===== src/rtl/period_to_frequency.sv =====
// Converts a reciprocal-counter period count into a frequency word:
// freq = CLK_FREQ * Ncycles * 2^FRAC_BITS / count, one quotient bit per clock.
module period_to_frequency #(
  parameter int unsigned CLK_FREQ         = 125000000,
  parameter int unsigned COUNT_WIDTH      = 32,
  parameter int unsigned AXIS_TDATA_WIDTH = 32,
  parameter int unsigned FRAC_BITS        = 0,
  parameter int unsigned DIV_WIDTH        = 64
) (
  input  logic                        clk,
  input  logic                        rst,
  input  logic [COUNT_WIDTH-1:0]      count_in,
  input  logic [COUNT_WIDTH-1:0]      Ncycles,
  output logic [AXIS_TDATA_WIDTH-1:0] M_AXIS_OUT_tdata,
  output logic                        M_AXIS_OUT_tvalid,
  input  logic                        M_AXIS_OUT_tready,
  output logic                        saturated,
  output logic                        busy
);

  typedef enum logic [1:0] {
    IDLE,
    DIV,
    OUT
  } state_t;

  localparam int unsigned ITER_W = $clog2(DIV_WIDTH + 1);
  localparam logic [DIV_WIDTH-1:0] CLK_FREQ_W = DIV_WIDTH'(CLK_FREQ);
  localparam logic [ITER_W-1:0] LAST_ITER = ITER_W'(DIV_WIDTH);

  // Numerator wraps modulo 2^DIV_WIDTH by construction of the operand widths.
  function automatic logic [DIV_WIDTH-1:0] numerator(input logic [COUNT_WIDTH-1:0] ncyc);
    logic [DIV_WIDTH-1:0] prod;
    prod = CLK_FREQ_W * DIV_WIDTH'(ncyc);
    return prod << FRAC_BITS;
  endfunction

  state_t                      state_q, state_d;
  logic [COUNT_WIDTH-1:0]      count_prev_q, count_prev_d;
  logic                        pend_q, pend_d;
  logic [COUNT_WIDTH-1:0]      pend_count_q, pend_count_d;
  logic [COUNT_WIDTH-1:0]      pend_ncyc_q, pend_ncyc_d;
  logic [COUNT_WIDTH-1:0]      divisor_q, divisor_d;
  logic [COUNT_WIDTH-1:0]      rem_q, rem_d;
  logic [DIV_WIDTH-1:0]        quo_q, quo_d;
  logic [ITER_W-1:0]           iter_q, iter_d;
  logic [AXIS_TDATA_WIDTH-1:0] tdata_q, tdata_d;
  logic                        sat_q, sat_d;

  logic                        new_meas;
  logic                        ld_en;
  logic [COUNT_WIDTH-1:0]      ld_count;
  logic [COUNT_WIDTH-1:0]      ld_ncyc;
  logic [COUNT_WIDTH:0]        rem_shift;
  logic [COUNT_WIDTH:0]        rem_diff;
  logic                        q_bit;
  logic                        quo_overflow;

  // A zero count never triggers, which doubles as the divide-by-zero guard.
  assign new_meas = (count_in != count_prev_q) && (count_in != '0);

  // Quotient bits shift in from the bottom while numerator bits leave the top,
  // so one register serves as both numerator and quotient.
  assign rem_shift    = {rem_q, quo_q[DIV_WIDTH-1]};
  assign rem_diff     = rem_shift - {1'b0, divisor_q};
  assign q_bit        = (rem_shift >= {1'b0, divisor_q});
  assign quo_overflow = |quo_q[DIV_WIDTH-1:AXIS_TDATA_WIDTH];

  always_comb begin
    // NOTE: every signal assigned here gets a default first so no path can
    // leave it unassigned and infer a latch.
    state_d      = state_q;
    count_prev_d = count_in;
    pend_d       = pend_q;
    pend_count_d = pend_count_q;
    pend_ncyc_d  = pend_ncyc_q;
    divisor_d    = divisor_q;
    rem_d        = rem_q;
    quo_d        = quo_q;
    iter_d       = iter_q;
    tdata_d      = tdata_q;
    sat_d        = sat_q;
    ld_en        = 1'b0;
    ld_count     = count_in;
    ld_ncyc      = Ncycles;

    unique case (state_q)
      IDLE: begin
        if (new_meas) begin
          ld_en   = 1'b1;
          state_d = DIV;
        end
      end

      DIV: begin
        if (new_meas) begin
          pend_d       = 1'b1;
          pend_count_d = count_in;
          pend_ncyc_d  = Ncycles;
        end
        if (iter_q == LAST_ITER) begin
          sat_d   = quo_overflow;
          tdata_d = quo_overflow ? '1 : quo_q[AXIS_TDATA_WIDTH-1:0];
          state_d = OUT;
        end else begin
          rem_d  = q_bit ? rem_diff[COUNT_WIDTH-1:0] : rem_shift[COUNT_WIDTH-1:0];
          quo_d  = {quo_q[DIV_WIDTH-2:0], q_bit};
          iter_d = iter_q + ITER_W'(1);
        end
      end

      OUT: begin
        if (M_AXIS_OUT_tready) begin
          // A measurement arriving on the handshake edge is newer than the slot.
          if (new_meas) begin
            ld_en   = 1'b1;
            pend_d  = 1'b0;
            state_d = DIV;
          end else if (pend_q) begin
            ld_en    = 1'b1;
            ld_count = pend_count_q;
            ld_ncyc  = pend_ncyc_q;
            pend_d   = 1'b0;
            state_d  = DIV;
          end else begin
            state_d = IDLE;
          end
        end else if (new_meas) begin
          pend_d       = 1'b1;
          pend_count_d = count_in;
          pend_ncyc_d  = Ncycles;
        end
      end

      default: state_d = IDLE;
    endcase

    if (ld_en) begin
      divisor_d = ld_count;
      quo_d     = numerator(ld_ncyc);
      rem_d     = '0;
      iter_d    = '0;
    end
  end

  always_ff @(posedge clk) begin
    // NOTE: sequential state uses non-blocking assignments so every register
    // samples the pre-edge values regardless of statement order.
    if (rst) begin
      state_q      <= IDLE;
      count_prev_q <= '0;
      pend_q       <= 1'b0;
      pend_count_q <= '0;
      pend_ncyc_q  <= '0;
      divisor_q    <= '0;
      rem_q        <= '0;
      quo_q        <= '0;
      iter_q       <= '0;
      tdata_q      <= '0;
      sat_q        <= 1'b0;
    end else begin
      state_q      <= state_d;
      count_prev_q <= count_prev_d;
      pend_q       <= pend_d;
      pend_count_q <= pend_count_d;
      pend_ncyc_q  <= pend_ncyc_d;
      divisor_q    <= divisor_d;
      rem_q        <= rem_d;
      quo_q        <= quo_d;
      iter_q       <= iter_d;
      tdata_q      <= tdata_d;
      sat_q        <= sat_d;
    end
  end

  assign M_AXIS_OUT_tdata  = tdata_q;
  assign M_AXIS_OUT_tvalid = (state_q == OUT);
  assign saturated         = sat_q;
  assign busy              = (state_q != IDLE);

endmodule


===== config.mk =====
export PLATFORM = sky130hd
export DESIGN_NAME = period_to_frequency
export DESIGN_NICKNAME = d
export VERILOG_FILES = /design/src/rtl/period_to_frequency.sv
export SDC_FILE = /design/constraint.sdc
export NUM_CORES = 2
export LEC_CHECK = 0
export CAP_MARGIN = 30
export CORE_MARGIN = 2
export CORE_UTILIZATION = 65
export CTS_CLUSTER_DIAMETER = 120
export DETAILED_ROUTE_END_ITERATION = 12
export PLACE_DENSITY = 0.84
export SLEW_MARGIN = 40
export SYNTH_ARGS = -nofsm -noshare
export SYNTH_HDL_FRONTEND = slang
export SYNTH_SLANG_ARGS = --single-unit

===== constraint.sdc =====
create_clock -name clk -period 20.9 [get_ports clk]
set_input_delay 3.135 -clock clk [delete_from_list [all_inputs] [get_ports clk]]
set_output_delay 3.135 -clock clk [all_outputs]
set_load 0.01 [all_outputs]

; After elaboration in Yosys (flattened, before gate mapping)
; Index checks and enable logic that the tools add are counted.
[classes]
eq_ne = 9
bitwise = 1
mux = 33
n_reduce_logical = 13
mul = 1
magnitude_cmp = 1
add_sub_neg = 2
[op_table]
columns = operator, count
row1 = $mux 32, 14
row2 = $mux 59, 3
row3 = $pmux 32 s2, 2
row4 = $mul 21x32->53 const A, 1
row5 = $ge 33x32->1, 1
row6 = $ne 32x32->1, 1
row7 = $reduce_bool 32->1, 1
row8 = $reduce_or 32->1, 1
row9 = $sub 32x32->32, 1
row10 = $mux 1, 8
row11 = $ne 2x2->1 const B, 4
row12 = $reduce_and 2->1, 4
row13 = $add 7x1->7 const B, 1
row14 = $eq 7x7->1 const B, 1
row15 = $mux 2, 3
row16 = $pmux 2 s3, 1
row17 = $reduce_bool 2->1, 3
row18 = $pmux 1 s2, 2
row19 = $reduce_and 3->1, 1
row20 = $eq 2x1->1 const B, 1
row21 = $eq 2x2->1 const B, 1
row22 = $logic_not 2->1, 1
row23 = $ne 2x1->1 const B, 1
row24 = $reduce_or 2->1, 1
row25 = other kinds (2), 2
[word_totals]
out_inout_bits = 35
regBits = 267

; Logic depth before layout (Yosys ltp)
[logic_depth]
depth_word = 7
mapped_depth = 34
depth_no_buf = 30

; Least setup slack after synthesis
; OpenSTA, ideal clock, no wires.
[synth_path]
path_kind = input to register
startpoint = in count_in[12]
endpoint = reg quo_q[52]
setup_time_ns = 0.132
path_buffers = 4
setup_slack_ns = 9.928
t_required_ns = 20.768
cell_stages = 29
arrival_time_ns = 10.840
cell_sequence = xnor2_1 nand4_1 nor4_1 a21oi_1 nor2b_1 buf_2 buf_2 buf_2 mux2i_1 inv_1 ha_1 fa_1 fa_1 inv_1 fa_1 fa_1 fa_1 inv_1 fa_1 ha_1 buf_2 nand4_1 nor3_1 o221ai_1 nand3_1 a21boi_0 o31ai_1 a21oi_1 or3b_2
[synth_via]
elab_chain_cells = 7
elab_cells_between_ends = 15
[synth_rtl]
columns = item, line_no
row1 = "start, declared", 12  ; input logic [COUNT_WIDTH-1:0] count_in,
row2 = $ne 32x32->1 / $reduce_bool 32->1 (equally long branches), 60  ; assign new_meas = (count_in != count_prev_q) && (count_in != '0);
row3 = $logic_and 1x1->1 (*), 60
row4 = $mux 32 / $mux 1 (equally long branches), 115  ; if (new_meas) begin
row5 = $mux 32 / $mux 1 (equally long branches), 113  ; if (M_AXIS_OUT_tready) begin
row6 = $mux 32 / $pmux 1 s2 (equally long branches), 87  ; unique case (state_q)
row7 = $mul 21x32->53 (tied with other cells), 34  ; prod = CLK_FREQ_W * DIV_WIDTH'(ncyc);
row8 = $mux 59 / $reduce_and 2->1 (equally long branches), -
row9 = "end signal, assigned", 169  ; quo_q <= quo_d;
row10 = "end, declared", 45  ; logic [DIV_WIDTH-1:0] quo_q, quo_d;
; Every way passes the cells marked *; elsewhere a longest branch is shown, timed or not.
; A chain may end at the register's enable or synchronous reset.

; Final worst setup path
[layout_path]
startpoint = in count_in[7]
endpoint = reg quo_q[52]
; The elaborated chain is that of the path after synthesis.

==> flow_metrics.env <==
export IMPL_finalCritPeriodShare=0.6065
export IMPL_fin_setup_tns_ns=0
export IMPL_finClkSkew_ns=0.02070
export IMPL_place_hpwl_mm=53.45
export IMPL_fin_nets=3687
export IMPL_hold_path_class="reg2reg"
export IMPL_drv_slew=0
export IMPL_yosysWarnings=0
export IMPL_antenna_found_initial=1
export IMPL_post_cts_setup_buffers=0
export IMPL_fin_crit_ns=12.68
export IMPL_grt_max_degree=102
export IMPL_yosysTopAreaCell="fa_1"
export IMPL_wl_mm=66.40
export IMPL_cp_num_buf_inv=5
export IMPL_path_delay_family="adder cells"
export IMPL_die_area_sq_mm=0.04258
export IMPL_setup_viol=0
export IMPL_hold_buffers=0
export IMPL_diodes=0
export IMPL_vias=20901
export IMPL_cp_end_kind="flop"
export IMPL_drt_iter0_markers=1569
export IMPL_drc_errors=0
export IMPL_synth_main_ff_cell="dfxtp_1"
export IMPL_outcome="completed"
export IMPL_clock_sinks=267
export IMPL_start_util=0.6548
export IMPL_syn_to_final_growth_pct=9.130
export IMPL_avgSynthCellArea_sq_um=8.892
export IMPL_synth_top_area_share=0.2302
export IMPL_insertion_delay_ns=0.60
export IMPL_top_level_ports=102
export IMPL_yosys_top_cells_count="inv_1, fa_1, ha_1, dfxtp_1, nand2_1"
export IMPL_cp_slowest_cell="o31ai_1"
export IMPL_numCtsBuffers=31
export IMPL_post_cts_resize_count=0
export IMPL_fp_dieH_um=206.4
export IMPL_timing_fmax_mhz=78.90
export IMPL_grt_pass1_wl_mm=108.1
export IMPL_synthTopCellsByArea="fa_1, dfxtp_1, ha_1"
export IMPL_synth_cells=2993
export IMPL_ys_seq_elements=267
export IMPL_clkTransAtPathRegs_ns=0.06
export IMPL_syn_area_sq_mm=0.02661
export IMPL_io_buffers=101
export IMPL_first_pass_iters=5
export IMPL_cp_data_arrival_time_ns=13.15
export IMPL_rsz0062_at_grt="false"
export IMPL_cp_start_kind="primary input"
export IMPL_drive_gt1_frac=0.03654
export IMPL_synth_cell_types=66
export IMPL_synth_edf_count=0
export IMPL_grtUsageTotal=0.3187
export IMPL_cts_root_buf="clkbuf_16"
export IMPL_grt_pass1_vias=21240
export IMPL_crit_top_cell="fa_1"
export IMPL_cts_buffer_depth=3
export IMPL_routedWlPerCell_um=18.60
export IMPL_htree_levels=1
export IMPL_hold_viol=0
export IMPL_gp_congestion=0.9603
export IMPL_slew_headroom=0.4476
export IMPL_die_w_um=206.4
export IMPL_num_rows=74
export IMPL_drv_cap=0
export IMPL_critical_path_max_stage_delay_ns=0.69
export IMPL_grt_ovfl_total=0
export IMPL_fp_coreArea_sq_mm=0.04065
export IMPL_async_flop_share=0
export IMPL_worst_slew_pin_slew_ns=0.8056
export IMPL_path_class="in2reg"
export IMPL_cp_data_required_time_ns=21.37
export IMPL_synth_fp_nets=3663
export IMPL_antenna_left=0
export IMPL_cts_tree="yes"
export IMPL_ys_seq_area_frac=0.2008
export IMPL_synth_most_common_cell="inv_1"
export IMPL_cp_max_fo=17
export IMPL_via_per_inst=5.855
-- cell usage in the layout, fill, tap and decap left out, types with 5 or more instances in the layout --
master,instances
inv_1,558
fa_1,306
ha_1,297
dfxtp_1,267
nand2_1,248
nor2_1,218
a21oi_1,151
mux2i_1,136
clkdlybuf4s50_1,100
xnor2_1,89
a211oi_1,60
o21ai_0,57
a31oi_1,46
nor2b_1,44
nand4_1,41
nand3_1,40
xor2_1,35
a21o_1,33
clkbuf_16,31
a311oi_1,28
nor4_1,22
nor3_1,22
and3_1,20
o21bai_1,15
mux2_2,12
o211ai_1,10
o21a_1,9
a31o_2,9
and2_1,8
a21boi_0,7
buf_4,7
nand2b_1,6
clkbuf_8,6
buf_6,5
-- registers in the layout, summed over array words and instances, names as in the netlist, 7 cells and up --
| register | count |
|---|---|
| divisor_q | 32 |
| pend_count_q | 32 |
| iter_q | 7 |
| rem_q | 32 |
| quo_q | 64 |
| pend_ncyc_q | 32 |
| count_prev_q | 32 |
| M_AXIS_OUT_tdata | 32 |
-- through the flow --
stage | instances | cell area, sq um | worst slack, ns | hold slack, ns | util
after floorplan | 2993 | 26610 | 9.928 | 0.4448 | -
after global placement | 3514 | 27900 | 7.665 | 0.4427 | 0.6865
after detailed placement | 3516 | 27960 | 7.717 | 0.4595 | 0.6879
after CTS | 3570 | 29020 | 8.346 | 0.4678 | 0.7141
after global routing | 3570 | 29040 | 7.992 | 0.4767 | 0.7146
final | 3570 | 29040 | 8.225 | 0.4585 | 0.7146
-- routing by layer --
layer | GRT usage | wire, um
met4 | 0.07245 | 1431
met2 | 0.5338 | 31790
met3 | 0.03863 | 4043
met1 | 0.4434 | 29120
met5 | 0 | 13
-- cell families after synthesis --
logic type / after synthesis / share of synthesized area
XOR/XNOR: 124 / 0.04081
adder cells (fa/ha/maj): 603 / 0.3698
flip-flops: 267 / 0.2008
buffers and inverters: 681 / 0.09830
AND/OR/NAND/NOR: 700 / 0.1186
multiplexers: 151 / 0.05735
AO/OA/AOI/OAI: 467 / 0.1143
-- path summary, 6_finish.rpt --
check / startpoint / end / slack [ns] / cells after the start
min: quo_q[59]$_SDFFE_PP0P_ / quo_q[60]$_SDFFE_PP0P_ / 0.46 / 2
max: count_in[7] / quo_q[52]$_SDFFE_PP0P_ / 8.22 / 27
min reg2reg: quo_q[59]$_SDFFE_PP0P_ / quo_q[60]$_SDFFE_PP0P_ / 0.46 / 2
max reg2reg: count_prev_q[7]$_SDFF_PP0_ / quo_q[52]$_SDFFE_PP0P_ / 11.03 / 26
-- area by class of cell --
| class | count | area (sq um) |
|---|---|---|
| multi-input combinational | 2045 | 18730 |
| fill | 3134 | 11600 |
| sequential | 267 | 5345 |
| inverter | 558 | 2095 |
| timing repair buffer | 114 | 1145 |
| clock buffer | 40 | 869.6 |
| tap | 532 | 665.6 |
| clock inverter | 14 | 192.7 |
-- worst register-to-register path, delay by kind of cell (launching register included) --
kind | cells | cell delay, ns
AO/OA/AOI/OAI | 5 | 1.51
flip-flops | 1 | 0.31
buffers and inverters | 4 | 0.74
multiplexers | 1 | 0.61
XOR/XNOR | 1 | 0.28
adder cells (fa/ha/maj) | 8 | 3.94
AND/OR/NAND/NOR | 7 | 2.32
Power is not shown: default switching activity piles up to over one toggle a cycle in this logic, so the estimate is an artifact.
